## config.mk

```make
export PLATFORM = sky130hd
export DESIGN_NAME = weight_load_sequencer
export DESIGN_NICKNAME = d
export VERILOG_FILES = /design/src/rtl/weight_load_sequencer_pkg.sv /design/src/rtl/weight_load_sequencer_valid_delay_line.sv /design/src/rtl/weight_load_sequencer.sv
export SDC_FILE = /design/constraint.sdc
export NUM_CORES = 1
export LEC_CHECK = 0
export BUFFER_PORTS_ARGS = -buffer_cell sky130_fd_sc_hd__buf_2
export CORE_MARGIN = 1.5
export CORE_UTILIZATION = 38
export DETAILED_ROUTE_END_ITERATION = 7
export PLACE_DENSITY = 0.68
export SYNTH_ARGS = -nofsm -noshare
export SYNTH_HDL_FRONTEND = slang
export SYNTH_HIERARCHICAL = 1
export SYNTH_SLANG_ARGS = --single-unit
```

## constraint.sdc

```tcl
create_clock -name clk -period 2.4 [get_ports clk]
set_clock_uncertainty 0.05 [all_clocks]
set_input_delay 0.12 -clock clk [delete_from_list [all_inputs] [get_ports clk]]
set_output_delay 0.12 -clock clk [all_outputs]
set_load 0.02 [all_outputs]
```

## src/rtl/weight_load_sequencer_pkg.sv

```systemverilog
// Shared definitions for the weight load sequencer: FSM encoding and counter sizing.
package weight_load_sequencer_pkg;

    localparam int DEFAULT_KS_WIDTH = 5;

    localparam logic [2:0] ST_IDLE   = 3'd0;
    localparam logic [2:0] ST_ISSUE  = 3'd1;
    localparam logic [2:0] ST_DRAIN  = 3'd2;
    localparam logic [2:0] ST_COMMIT = 3'd3;
    localparam logic [2:0] ST_DONE   = 3'd4;

    // Word count K*K needs twice the kernel_size width.
    function automatic int count_width(input int ks_width);
        return 2 * ks_width;
    endfunction

endpackage

```

## src/rtl/weight_load_sequencer_valid_delay_line.sv

```systemverilog
// Fixed-depth shift line for a single valid strobe, with synchronous flush.
module valid_delay_line #(
    parameter int DEPTH = 2
) (
    input  logic clk,
    input  logic rst_n,
    input  logic flush,
    input  logic din,
    output logic dout
);

    logic [DEPTH-1:0] sr;

    always_ff @(posedge clk or negedge rst_n) begin
        if (!rst_n) begin
            sr <= '0;
        end else if (flush) begin
            sr <= '0;
        end else begin
            sr[0] <= din;
            for (int i = 1; i < DEPTH; i++) begin
                sr[i] <= sr[i-1];
            end
        end
    end

    assign dout = sr[DEPTH-1];

endmodule

```

## src/rtl/weight_load_sequencer.sv

```systemverilog
// Streams K*K weight words from BRAM into the MAC preload bank, then commits them
// to the active weights once the array reports idle.
module weight_load_sequencer
    import weight_load_sequencer_pkg::*;
#(
    parameter int MAC_NUM            = 256,
    parameter int BRAM_ADDRESS_WIDTH = 12,
    parameter int BRAM_READ_LATENCY  = 2,
    parameter int KS_WIDTH           = DEFAULT_KS_WIDTH
) (
    input  logic                          clk,
    input  logic                          rst_n,
    input  logic                          start,
    input  logic                          abort,
    input  logic [KS_WIDTH-1:0]           kernel_size,
    input  logic [BRAM_ADDRESS_WIDTH-1:0] base_addr,
    input  logic                          array_idle,
    output logic                          bram_en,
    output logic [BRAM_ADDRESS_WIDTH-1:0] bram_addr,
    output logic                          load_weight_preload,
    output logic                          load_weight,
    output logic                          busy,
    output logic                          done,
    output logic                          err
);

    localparam int CNT_W = count_width(KS_WIDTH);

    generate
        if (BRAM_READ_LATENCY < 1 || BRAM_READ_LATENCY > 4 || MAC_NUM < 1) begin : g_bad_param
            $error("weight_load_sequencer: unsupported parameter value");
        end
    endgenerate

    logic [2:0]       state;
    logic [CNT_W-1:0] n_words;
    logic [CNT_W-1:0] issue_cnt;
    logic [CNT_W-1:0] rcv_cnt;
    logic [CNT_W-1:0] rcv_next;
    logic             err_q;
    logic             abort_act;

    assign abort_act = abort && (state == ST_ISSUE || state == ST_DRAIN || state == ST_COMMIT);
    assign rcv_next  = rcv_cnt + CNT_W'(load_weight_preload);

    always_ff @(posedge clk or negedge rst_n) begin
        if (!rst_n) begin
            state     <= ST_IDLE;
            n_words   <= '0;
            issue_cnt <= '0;
            rcv_cnt   <= '0;
            err_q     <= 1'b0;
            bram_addr <= '0;
        end else begin
            rcv_cnt <= rcv_next;
            case (state)
                ST_IDLE: begin
                    if (start && !abort) begin
                        if (kernel_size == '0) begin
                            state <= ST_DONE;
                            err_q <= 1'b1;
                        end else begin
                            state     <= ST_ISSUE;
                            // Multiplier sits here, once per burst, off the issue path.
                            n_words   <= CNT_W'(kernel_size) * CNT_W'(kernel_size);
                            bram_addr <= base_addr;
                            issue_cnt <= '0;
                            rcv_cnt   <= '0;
                            err_q     <= 1'b0;
                        end
                    end
                end
                ST_ISSUE: begin
                    if (abort) begin
                        state <= ST_IDLE;
                    end else begin
                        issue_cnt <= issue_cnt + CNT_W'(1);
                        // Stop advancing on the last word so bram_addr holds it afterwards.
                        if (issue_cnt == n_words - CNT_W'(1)) begin
                            state <= ST_DRAIN;
                        end else begin
                            bram_addr <= bram_addr + BRAM_ADDRESS_WIDTH'(1);
                        end
                    end
                end
                ST_DRAIN: begin
                    if (abort) begin
                        state <= ST_IDLE;
                    end else if (rcv_next == n_words) begin
                        state <= ST_COMMIT;
                    end
                end
                ST_COMMIT: begin
                    if (abort) begin
                        state <= ST_IDLE;
                    end else if (array_idle) begin
                        state <= ST_DONE;
                    end
                end
                ST_DONE: begin
                    state <= ST_IDLE;
                    err_q <= 1'b0;
                end
                default: state <= ST_IDLE;
            endcase
        end
    end

    assign bram_en     = (state == ST_ISSUE);
    assign load_weight = (state == ST_COMMIT) && array_idle && !abort;
    assign busy        = (state != ST_IDLE);
    assign done        = (state == ST_DONE);
    assign err         = done && err_q;

    valid_delay_line #(
        .DEPTH(BRAM_READ_LATENCY)
    ) u_preload_dly (
        .clk   (clk),
        .rst_n (rst_n),
        .flush (abort_act),
        .din   (bram_en),
        .dout  (load_weight_preload)
    );

endmodule

```

==> metrics.md <==
| Metric | Value |
|---|---|
| Status | finished, violations left |
| Violated checks | negative setup slack |
| Syn Nets | 425 |
| Cells after synthesis | 385 |
| Period Utilization, post-route | 108.9% |
| Sink Count | 47 |
| Longest Clk Path Bufs | 2 |
| Ys flop type | dfrtp_1 |
| Sequential-to-total area share from yosys stat | 34.85% |
| Total track usage | 17.77% |
| First-pass GRT wire length | 13.92 mm |
| Critical Path RT | 2.54 ns |
| Met2 Use GR | 30.61% |
| M3 GR Usage | 2.590% |
| Area Overhead vs Synth | 29.07% |
| Pleak | 1.999 nW |
| Num CTS Buffers | 5 |
| Hold Path Class | input port to register |
| Post-DP HPWL | 6.207 mm |
| CP startpoint kind | input port |
| Placed Area | 3941 um2 |
| FFs w/ async S/R, synth | 100.0% |
| Starting density of the core | 38.88% |
| Final #Nets | 501 |
| First-pass DRT Iterations | 4 |
| Power per cell area | 1105 nW/um2 |
| CTS H-tree depth | 2 |
| Synth area leaders | dfrtp_1 35%, xnor2_1 6.2%, ha_1 5.6% |
| Pins over their slew limit | 0 |
| Max-cap violation count | 0 |
| Fillers | 832 |
| Setup violators final | 10 |
| Critical path arrival | 2.76 ns |
| Hold Worst Slack | 0.05162 ns |
| Yosys top cell area share | 34.85% |
| Cell taking the most area after synthesis | dfrtp_1 |
| Syn Area/Cell | 8.765 um2 |
| Worst slew pin tran | 0.8679 ns |
| Io pins | 40 |
| Global route overflow | 0 |
| Vert. Die Dim | 97.24 um |
| Top cells by count, synth | 49 x nor2_1, 47 x dfrtp_1, 37 x nand2_1, 24 x xnor2_1, 20 x a21oi_1 |
| Final ANT Viol Nets | 0 |
| Clock Latency Late Sink | 0.31 ns |
| Finished Core Util | 50.19% |
| Antenna violations before repair | 0 |
| Largest net degree at the start of global routing | 27 |
| Most frequent cell after synthesis | nor2_1 |
| Avg WL per Cell | 14.99 um |
| Die Span X | 97.24 um |
| DR vias/cell | 5.450 |
| Minimum clock period | 2.614 ns |
| Residual DRC | 0 |
| Post-synth EDFFs | 0 |
| Layout cells sized above 1 | 28.63% |
| Vias in the first global route | 2973 |
| Peak supply drop | 668.7 uV |
| Initial DRC count | 165 |
| Synth cell types | 66 |
| Setup TNS | -0.7669 ns |
| Placer Congestion | 0.8592 |
| Setup CP Type | input port to register |
| Worst slew margin | 42.14% |
| Worst Path Max Fanout | 3 |
| Met1 usage | 23.70% |
| Post-route cell area | 4355 um2 |
| Yosys reg bits | 47 |
| Fin worst setup slack | -0.2141 ns |
| Highest Clock Rate | 382.5 MHz |
| Final hold viol count | 0 |
| Core area | 8678 um2 |
| CTS Root Buffer Type | clkbuf_8 |
| Antenna diode instance count | 0 |
| Total die area | 9455 um2 |
| Unrepaired setup endpoints after global routing | true |
| Total number of vias | 3101 |
| Rows | 34 |
| CTS tree | yes |
| Most Used Layer, Global Route | met2 |
| Worst-path clk slew | 0.08 ns |
| WL final | 8.531 mm |
| Synth warn | 6 |
| Cell Area, Synth | 3374 um2 |
| Port-buffer cells | 39 |
| Crit path capture type | register |
## layout make-up
class | count | area (um2) | area share (%)
multi-input combinational | 306 | 2243 | 51.51
sequential | 47 | 1176 | 27.00
inverter | 13 | 51.30 | 1.178
clock buffer | 5 | 68.82 | 1.580
timing repair buffer | 88 | 643.1 | 14.77
tap | 108 | 135.1 | 3.103
clock inverter | 2 | 37.54 | 0.8618
## metal layers
metal	vias up	part of all wire, %
met1	1531	46
li1	1512	-
met3	10	2.5
met5	-	0
met2	48	51
met4	0	1.1
## stage by stage
stage                     cells  power [mW]  worst slack [ns]
after floorplan             385       3.086           -0.4298
after global placement      549       3.789           -0.4503
after detailed placement    549       3.848           -0.5342
after CTS                   560       4.525           -0.1866
after global routing        569       5.170           -0.2958
final                       569       4.812           -0.2141
## worst max-delay path, cell delays in order
cell and delay (ns):
buf_8 0.08, inv_4 0.03, fa_1 0.51, fa_1 0.50, inv_1 0.04, ha_1 0.29
a31o_4 0.23, ha_4 0.23, a211oi_4 0.23, o21bai_1 0.10, a21oi_1 0.17, xnor2_1 0.14
o21ai_1 0.08
## cell families (layout without fill, tap and decap cells)
logic type                 Yosys count  after routing  share of synthesized area, %
muxes                                3              3                         1.075
and+or+nand+nor                    153            153                         22.88
AOI/OAI and AO/OA                   92             93                         19.69
adders and majority gates           18             18                         7.342
DFF                                 47             47                         34.85
buffers and inverters               33            108                         4.042
xor gates and xnor gates            39             39                         10.12
## worst paths after layout
| check | start | to | slack [ns] | cells past startpoint |
|---|---|---|---|---|
| worst max-delay path | kernel_size[2] | n_words[9] | -0.21 | 13 |
| worst min-delay path | base_addr[1] | bram_addr[1] | 0.05 | 3 |
| worst max register to register | n_words[2] | state[0] | -0.09 | 7 |
| worst min register to register | u_preload_dly/sr[0] | u_preload_dly/sr[1] | 0.42 | 1 |
| max in group asynchronous | rst_n | issue_cnt[5] | 1.64 | 3 |
| min in group asynchronous | rst_n | state[0] | 0.14 | 2 |
## where the power goes
group          switching, mW  internal, mW  leakage (nW)
clock network          0.271         0.305        0.0502
registers              0.305          1.07         0.599
logic                   1.54          1.33          1.35
## layout by cell type (no fill, tap or decap), types with 7 or more instances in the layout
| cell type | netlist | final |
|---|---|---|
| nor2_1 | 49 | 49 |
| dfrtp_1 | 47 | 47 |
| buf_4 | 0 | 41 |
| nand2_1 | 37 | 35 |
| buf_2 | 4 | 34 |
| xnor2_1 | 24 | 22 |
| a21oi_1 | 20 | 17 |
| xor2_1 | 15 | 15 |
| ha_1 | 15 | 13 |
| inv_1 | 13 | 11 |
| and2_1 | 10 | 10 |
| and3_1 | 10 | 10 |
| o21ai_0 | 13 | 9 |
| o21ai_1 | 6 | 9 |
| buf_6 | 1 | 8 |
| o22a_1 | 7 | 7 |
## sequential cells by signal (all words and copies together) (netlist names)
name              cells
bram_addr            12
issue_cnt            10
rcv_cnt              10
n_words               9
state                 3
u_preload_dly/sr      2
err_q                 1
## repair_timing
| action | in CTS | in global routing |
|---|---|---|
| buffers inserted | 3 | 8 |
| endpoints found under the setup margin | 5 | 19 |
| pin swaps | 11 | 25 |
| resized for setup | 17 | 27 |
| hold buffers | 1 | 0 |
| hold endpoints to repair | 47 | 0 |
| gates cloned | 0 | 1 |
Power figures use the tool's default switching activity.
